### src/rtl/sad_search_ctrl_pkg.sv
// rtl/sad_search_ctrl_pkg.sv - shared motion-estimation types, defaults and helpers
package sad_search_ctrl_pkg;

  localparam int SR_DEF       = 16;
  localparam int PIPE_LAT_DEF = 4;
  localparam int MVW_DEF      = 6;
  localparam int CAND_CNT_W   = 12;

  typedef enum logic [2:0] {
    ST_IDLE,
    ST_CLEAR,
    ST_SEARCH,
    ST_DRAIN,
    ST_DONE
  } state_e;

  function automatic int cand_total(input int sr);
    return (2 * sr + 1) * (2 * sr + 1);
  endfunction

  // Bits needed to hold the full candidate count of one search.
  function automatic int cand_cnt_w(input int sr);
    return $clog2(cand_total(sr) + 1);
  endfunction

endpackage

### src/rtl/sad_search_ctrl_if.sv
// rtl/sad_search_ctrl_if.sv - start/ref handshake and candidate/comparator bus
interface sad_search_ctrl_if #(
  parameter int MVW = sad_search_ctrl_pkg::MVW_DEF
);

  logic                                        start;
  logic                                        ref_ready;
  logic                                        busy;
  logic                                        done;
  logic                                        min_clr;
  logic                                        cand_valid;
  logic signed [MVW-1:0]                       cand_mvx;
  logic signed [MVW-1:0]                       cand_mvy;
  logic                                        cmp_en;
  logic signed [MVW-1:0]                       cmp_mvx;
  logic signed [MVW-1:0]                       cmp_mvy;
  logic [sad_search_ctrl_pkg::CAND_CNT_W-1:0]  cand_cnt;

  modport slave (
    input  start, ref_ready,
    output busy, done, min_clr, cand_valid, cand_mvx, cand_mvy,
           cmp_en, cmp_mvx, cmp_mvy, cand_cnt
  );

  modport master (
    output start, ref_ready,
    input  busy, done, min_clr, cand_valid, cand_mvx, cand_mvy,
           cmp_en, cmp_mvx, cmp_mvy, cand_cnt
  );

endinterface

### src/rtl/sad_search_ctrl_delay.sv
// rtl/sad_search_ctrl_delay.sv - free-running shift register with synchronous clear
module me_delay_line #(
  parameter int WIDTH = 1,
  parameter int DEPTH = 1
) (
  input  logic             clk,
  input  logic             clr_i,
  input  logic [WIDTH-1:0] d_i,
  output logic [WIDTH-1:0] q_o
);

  logic [WIDTH-1:0] stage_q [DEPTH];

  always_ff @(posedge clk) begin
    if (clr_i) begin
      for (int i = 0; i < DEPTH; i++) stage_q[i] <= '0;
    end else begin
      stage_q[0] <= d_i;
      for (int i = 1; i < DEPTH; i++) stage_q[i] <= stage_q[i-1];
    end
  end

  assign q_o = stage_q[DEPTH-1];

endmodule

### src/rtl/sad_search_ctrl.sv
// rtl/sad_search_ctrl.sv - full-search raster candidate issue and SAD pipeline alignment
module sad_search_ctrl
  import sad_search_ctrl_pkg::*;
#(
  parameter int SR       = SR_DEF,
  parameter int PIPE_LAT = PIPE_LAT_DEF,
  parameter int MVW      = MVW_DEF
) (
  input  logic               clk,
  input  logic               rst,
  sad_search_ctrl_if.slave   bus
);

  localparam int CW  = cand_cnt_w(SR);
  localparam int DW  = (PIPE_LAT > 1) ? $clog2(PIPE_LAT) : 1;
  localparam int DLW = 1 + 2 * MVW;

  localparam logic signed [MVW-1:0] MV_MIN     = MVW'(-SR);
  localparam logic signed [MVW-1:0] MV_MAX     = MVW'(SR);
  localparam logic signed [MVW-1:0] MV_ONE     = MVW'(1);
  localparam logic [DW-1:0]         DRAIN_LAST = DW'(PIPE_LAT - 1);

  state_e                state_q, state_d;
  logic signed [MVW-1:0] mvx_q, mvx_d, mvy_q, mvy_d;
  logic [CW-1:0]         cnt_q, cnt_d;
  logic [DW-1:0]         drain_q, drain_d;
  logic                  issue;

  logic                  busy_q, done_q, min_clr_q, cand_valid_q;
  logic signed [MVW-1:0] cand_mvx_q, cand_mvy_q;

  logic [DLW-1:0]        dl_d, dl_q;

  always_comb begin
    state_d = state_q;
    mvx_d   = mvx_q;
    mvy_d   = mvy_q;
    cnt_d   = cnt_q;
    drain_d = drain_q;
    issue   = 1'b0;
    case (state_q)
      ST_IDLE: begin
        if (bus.start) state_d = ST_CLEAR;
      end
      ST_CLEAR: begin
        mvx_d   = MV_MIN;
        mvy_d   = MV_MIN;
        cnt_d   = '0;
        state_d = ST_SEARCH;
      end
      ST_SEARCH: begin
        if (bus.ref_ready) begin
          issue = 1'b1;
          cnt_d = cnt_q + CW'(1);
          if (mvx_q == MV_MAX) begin
            mvx_d = MV_MIN;
            if (mvy_q == MV_MAX) begin
              state_d = ST_DRAIN;
              drain_d = '0;
            end else begin
              mvy_d = mvy_q + MV_ONE;
            end
          end else begin
            mvx_d = mvx_q + MV_ONE;
          end
        end
      end
      ST_DRAIN: begin
        if (drain_q == DRAIN_LAST) state_d = ST_DONE;
        else                       drain_d = drain_q + DW'(1);
      end
      ST_DONE:  state_d = ST_IDLE;
      default:  state_d = ST_IDLE;
    endcase
  end

  // Status outputs are flopped decodes of the current state, one cycle behind it.
  always_ff @(posedge clk) begin
    if (rst) begin
      state_q      <= ST_IDLE;
      mvx_q        <= '0;
      mvy_q        <= '0;
      cnt_q        <= '0;
      drain_q      <= '0;
      busy_q       <= 1'b0;
      done_q       <= 1'b0;
      min_clr_q    <= 1'b0;
      cand_valid_q <= 1'b0;
      cand_mvx_q   <= '0;
      cand_mvy_q   <= '0;
    end else begin
      state_q      <= state_d;
      mvx_q        <= mvx_d;
      mvy_q        <= mvy_d;
      cnt_q        <= cnt_d;
      drain_q      <= drain_d;
      busy_q       <= (state_q != ST_IDLE);
      done_q       <= (state_q == ST_DONE);
      min_clr_q    <= (state_q == ST_CLEAR);
      cand_valid_q <= issue;
      cand_mvx_q   <= issue ? mvx_q : '0;
      cand_mvy_q   <= issue ? mvy_q : '0;
    end
  end

  assign dl_d = {cand_valid_q, cand_mvx_q, cand_mvy_q};

  me_delay_line #(
    .WIDTH (DLW),
    .DEPTH (PIPE_LAT)
  ) u_dly (
    .clk   (clk),
    .clr_i (rst),
    .d_i   (dl_d),
    .q_o   (dl_q)
  );

  assign bus.busy       = busy_q;
  assign bus.done       = done_q;
  assign bus.min_clr    = min_clr_q;
  assign bus.cand_valid = cand_valid_q;
  assign bus.cand_mvx   = cand_mvx_q;
  assign bus.cand_mvy   = cand_mvy_q;
  assign bus.cmp_en     = dl_q[DLW-1];
  assign bus.cmp_mvx    = dl_q[2*MVW-1:MVW];
  assign bus.cmp_mvy    = dl_q[MVW-1:0];
  assign bus.cand_cnt   = CAND_CNT_W'(cnt_q);

endmodule

### src/flat_wrapper.sv
// flat-port wrapper written by rule: the top's interface ports become plain ports
module sad_search_ctrl_flat import sad_search_ctrl_pkg::*;
#(
  parameter int SR       = SR_DEF,
  parameter int PIPE_LAT = PIPE_LAT_DEF,
  parameter int MVW      = MVW_DEF
)
  (clk, rst, bus_start, bus_ref_ready, bus_busy, bus_done, bus_min_clr, bus_cand_valid, bus_cand_mvx, bus_cand_mvy, bus_cmp_en, bus_cmp_mvx, bus_cmp_mvy, bus_cand_cnt);
  sad_search_ctrl_if #(.MVW(MVW)) bus_i ();
  input  logic clk;
  input  logic rst;
  input wire logic [$bits(bus_i.start)-1:0] bus_start;
  input wire logic [$bits(bus_i.ref_ready)-1:0] bus_ref_ready;
  output wire logic [$bits(bus_i.busy)-1:0] bus_busy;
  output wire logic [$bits(bus_i.done)-1:0] bus_done;
  output wire logic [$bits(bus_i.min_clr)-1:0] bus_min_clr;
  output wire logic [$bits(bus_i.cand_valid)-1:0] bus_cand_valid;
  output wire logic [$bits(bus_i.cand_mvx)-1:0] bus_cand_mvx;
  output wire logic [$bits(bus_i.cand_mvy)-1:0] bus_cand_mvy;
  output wire logic [$bits(bus_i.cmp_en)-1:0] bus_cmp_en;
  output wire logic [$bits(bus_i.cmp_mvx)-1:0] bus_cmp_mvx;
  output wire logic [$bits(bus_i.cmp_mvy)-1:0] bus_cmp_mvy;
  output wire logic [$bits(bus_i.cand_cnt)-1:0] bus_cand_cnt;
  assign bus_i.start = bus_start;
  assign bus_i.ref_ready = bus_ref_ready;
  assign bus_busy = bus_i.busy;
  assign bus_done = bus_i.done;
  assign bus_min_clr = bus_i.min_clr;
  assign bus_cand_valid = bus_i.cand_valid;
  assign bus_cand_mvx = bus_i.cand_mvx;
  assign bus_cand_mvy = bus_i.cand_mvy;
  assign bus_cmp_en = bus_i.cmp_en;
  assign bus_cmp_mvx = bus_i.cmp_mvx;
  assign bus_cmp_mvy = bus_i.cmp_mvy;
  assign bus_cand_cnt = bus_i.cand_cnt;
  sad_search_ctrl #(.SR(SR), .PIPE_LAT(PIPE_LAT), .MVW(MVW)) u_core (.clk(clk), .rst(rst), .bus(bus_i));
endmodule
### config.mk
export PLATFORM = sky130hd
export DESIGN_NAME = sad_search_ctrl_flat
export DESIGN_NICKNAME = d
export VERILOG_FILES = /design/src/rtl/sad_search_ctrl_pkg.sv /design/src/rtl/sad_search_ctrl_if.sv /design/src/rtl/sad_search_ctrl_delay.sv /design/src/rtl/sad_search_ctrl.sv /design/src/flat_wrapper.sv
export SDC_FILE = /design/constraint.sdc
export NUM_CORES = 1
export LEC_CHECK = 0
export ABC_AREA = 1
export BUFFER_PORTS_ARGS = -buffer_cell sky130_fd_sc_hd__buf_2
export CORE_ASPECT_RATIO = 1.5
export CORE_MARGIN = 3
export CORE_UTILIZATION = 56
export CTS_CLUSTER_DIAMETER = 50
export DETAILED_ROUTE_END_ITERATION = 16
export MAX_ROUTING_LAYER = met4
export PLACE_DENSITY_LB_ADDON = 0.3
export SLEW_MARGIN = 10
export SYNTH_ARGS = -nofsm -noshare
export SYNTH_HDL_FRONTEND = slang
export SYNTH_SLANG_ARGS = --single-unit
### constraint.sdc
create_clock -name clk -period 1.9 [get_ports clk]
set_input_delay 0.095 -clock clk [delete_from_list [all_inputs] [get_ports clk]]
set_output_delay 0.095 -clock clk [all_outputs]
set_load 0.1 [all_outputs]
==> flow_metrics.env <==
export IMPL_drt_total_wl_um=5780
export IMPL_net_switching_power_mw=1.70
export IMPL_clockBufferDepth=2
export IMPL_met2WireLength_um=2860
export IMPL_start_util_pct=59.1
export IMPL_antenna_found_initial=0
export IMPL_n_fill_cell=498
export IMPL_finalCritPeriodShare_pct=82.9
export IMPL_post_cts_setup_buffers=0
export IMPL_power_internal_mw=2.94
export IMPL_reg2reg_to="u_core.mvy_q[1]"
export IMPL_synth_top_area_share_pct=55.0
export IMPL_ir_drop_v=0.00119
export IMPL_synth_cell_types=37
export IMPL_cpPeakStageDelay_ns=0.36
export IMPL_synth_seq_cells=96
export IMPL_clock_skew_ns=0.0116
export IMPL_fin_util_pct=66.1
export IMPL_die_h_um=103
export IMPL_viasPerCell=4.78
export IMPL_wl_per_cell_um=10.4
export IMPL_yosysSeqAreaShare_pct=55.0
export IMPL_r2r_cells=9
export IMPL_dp_hpwl_um=4100
export IMPL_wl_met3_um=301
export IMPL_critPathLaunchType="flip-flop"
export IMPL_num_antenna_cells=0
export IMPL_h_tree_depth=3
export IMPL_power_total_mw=4.64
export IMPL_final_min_clock_period_ns=1.57
export IMPL_clkPwrFrac_pct=25.6
export IMPL_pwr_share_seq_pct=48.7
export IMPL_antenna_left=0
export IMPL_worstSkewPairLatency_ns=0.36
export IMPL_overflow=0
export IMPL_worstReg2RegStart="u_core.mvy_q[0]"
export IMPL_crit_buf_inv=1
export IMPL_fmax_ghz=0.635
export IMPL_syn_area_mm2=0.00349
export IMPL_grt_use_total_pct=17.3
export IMPL_vias=2659
export IMPL_final_common_cell="nor2_1"
export IMPL_power_leakage_nw=1.71
export IMPL_root_buffer="clkbuf_8"
export IMPL_layout_area_overhead_vs_synth_pct=11.9
export IMPL_grt_max_degree=35
export IMPL_hold_viol=0
export IMPL_fin_tns_setup_ns=0
export IMPL_ctsResizeCount=0
export IMPL_grt_pass1_vias=2357
export IMPL_port_buffers=43
export IMPL_r2r_slack_ns=0.33
export IMPL_dieArea_mm2=0.00724
export IMPL_crit_arrival_ns=1.81
export IMPL_firstDrtPassIters=5
export IMPL_p_per_area_mw_per_mm2=1190
export IMPL_path_cells="inv_1, ha_1, nand3_1, o21ai_2, nand2_2, nand2_2, nand2_1, nand2_1, nor2_2"
export IMPL_grt_setup_unrepaired="no"
export IMPL_hold_depth=3
export IMPL_holdPathEnd="u_core.bus.cand_valid"
export IMPL_ioPinCount=45
export IMPL_slew_viol_final=0
export IMPL_synth_warnings=0
export IMPL_crit_type="reg2reg"
export IMPL_mostFrequentLayoutCells="nor2_1, dfxtp_1, inv_1"
export IMPL_clock_sinks=96
export IMPL_path_delay_family="simple AND/OR/NAND/NOR gates"
export IMPL_clk_pin_slew_ns=0.09
export IMPL_status="complete, no violations"
export IMPL_drv_cap=0
export IMPL_min_path_type="in2reg"
export IMPL_cp_max_fo=7
export IMPL_layout_drive_gt1_share_pct=18.0
export IMPL_routed_top_layer="met4"
export IMPL_p_sw_share_pct=36.7
export IMPL_hold_start="bus_ref_ready"
export IMPL_synth_cells=437
export IMPL_cp_slowest_cell="dfxtp_1"
export IMPL_cp_startpoint="u_core.mvy_q[0]"
export IMPL_drc=0
export IMPL_pwr_share_comb_pct=25.7
export IMPL_synth_top_cell_by_area="dfxtp_1"
export IMPL_cp_data_required_time_ns=2.14
export IMPL_cts_hold_buffers=0
export IMPL_dpl_cell_area_mm2=0.00373
export IMPL_synthTopCellsByArea="dfxtp_1, nor2_1, inv_1"
export IMPL_setup_worst_path_end_class="flip-flop"
export IMPL_syn_area_per_cell_um2=8.00
export IMPL_routabilityCongestion=0.851
export IMPL_die_w_um=70.5
export IMPL_setup_viol=0
export IMPL_grt_pass1_wl_um=9640
export IMPL_nets=489
export IMPL_final_area_mm2=0.00391
export IMPL_met1Wirelength_um=2490
export IMPL_cts_tree="done"
export IMPL_cts_buffers_inserted=9
export IMPL_core_area_mm2=0.00591
export IMPL_syn_num_nets=447
export IMPL_rows=34
export IMPL_drt_initial_drc_count=111
==> worst min-delay path, stage by stage <==
cell and delay [ns]:
buf_2 0.12, nand3_2 0.09, nor2_1 0.07
==> routing by layer <==
metal	up-vias	global-route usage [%]
met1	1179	17.8
met4	0	11.2
met2	72	29.3
li1	1395	-
met5	-	-
met3	13	4.39
==> how the worst max path moves through the flow <==
stage               slack [ns]              end  cells after the start
global route              0.18  u_core.mvy_q[1]                      9
finish                    0.33  u_core.mvy_q[1]                      9
floorplan                 0.16  u_core.cnt_q[6]                      6
detailed placement        0.38  u_core.mvy_q[1]                      9
global placement          0.47  u_core.mvy_q[1]                      9
CTS                       0.36  u_core.mvy_q[1]                      9
==> kinds of logic after synthesis <==
| logic type | Yosys count | synth area share [%] |
|---|---|---|
| AOI/OAI and AO/OA | 31 | 4.80 |
| xor gates and xnor gates | 1 | 0.251 |
| adders and majority gates | 6 | 2.15 |
| buffers and inverters | 103 | 12.2 |
| DFF | 96 | 55.0 |
| other | 1 | 0.107 |
| and+or+nand+nor | 199 | 25.5 |
==> registers in the layout, indices dropped and copies added, names as in the netlist <==
signal	count
u_core.mvx_q	6
u_core.bus.cand_mvx	6
u_core.bus.done	1
u_core.bus.busy	1
u_core.bus.cand_valid	1
u_core.mvy_q	6
u_core.cnt_q	11
u_core.bus.cand_mvy	6
u_core.bus.min_clr	1
u_core.u_dly.stage_q	52
u_core.state_q	3
u_core.drain_q	2
==> power groups by stage <==
stage / sequential (mW) / combinational [mW] / clock [mW]
after global placement: 2.30 / 1.15 / 0
after global routing: 2.28 / 1.35 / 1.31
final: 2.26 / 1.20 / 1.19
after CTS: 2.26 / 1.19 / 1.23
after floorplan: 2.48 / 0.876 / 0
after detailed placement: 2.30 / 1.19 / 0
==> synthesized netlist by cell type <==
| cell type | instances |
|---|---|
| a21oi_1 | 17 |
| a31oi_1 | 1 |
| and3_1 | 1 |
| buf_1 | 4 |
| buf_2 | 2 |
| buf_4 | 1 |
| buf_6 | 2 |
| buf_8 | 1 |
| clkbuf_1 | 3 |
| clkbuf_4 | 1 |
| conb_1 | 1 |
| dfxtp_1 | 96 |
| ha_1 | 6 |
| inv_1 | 86 |
| inv_2 | 2 |
| inv_4 | 1 |
| nand2_1 | 51 |
| nand2_2 | 3 |
| nand2_4 | 3 |
| nand3_1 | 22 |
| nand3_2 | 3 |
| nand3b_1 | 1 |
| nand4_1 | 7 |
| nor2_1 | 94 |
| nor2_2 | 4 |
| nor2_4 | 1 |
| nor3_1 | 3 |
| nor3_2 | 2 |
| nor3b_1 | 1 |
| nor4_1 | 2 |
| o21a_1 | 1 |
| o21ai_0 | 6 |
| o21ai_1 | 3 |
| o21ai_2 | 1 |
| o21bai_1 | 2 |
| or2_1 | 1 |
| xor2_1 | 1 |
==> metrics by stage <==
step / cells / worst slack [ns] / hold slack, ns
6_report: 556 / 0.325 / 0.0721
5_1_grt: 556 / 0.181 / 0.0692
4_1_cts: 556 / 0.360 / 0.0488
3_5_place_dp: 540 / 0.382 / 0.392
3_3_place_gp: 540 / 0.466 / 0.388
2_1_floorplan: 437 / 0.162 / 0.179
==> final cells by class <==
cell class	instances	area [µm²]	share of cell area [%]
clock buffers	9	124	3.17
multi-input cells	238	1150	29.3
inverters	89	337	8.61
clock inverters	7	53.8	1.38
well taps	72	90.1	2.30
flip-flops and latches	96	1930	49.3
repair buffers	45	230	5.89
Note: power is estimated with default switching activity, not from simulation.
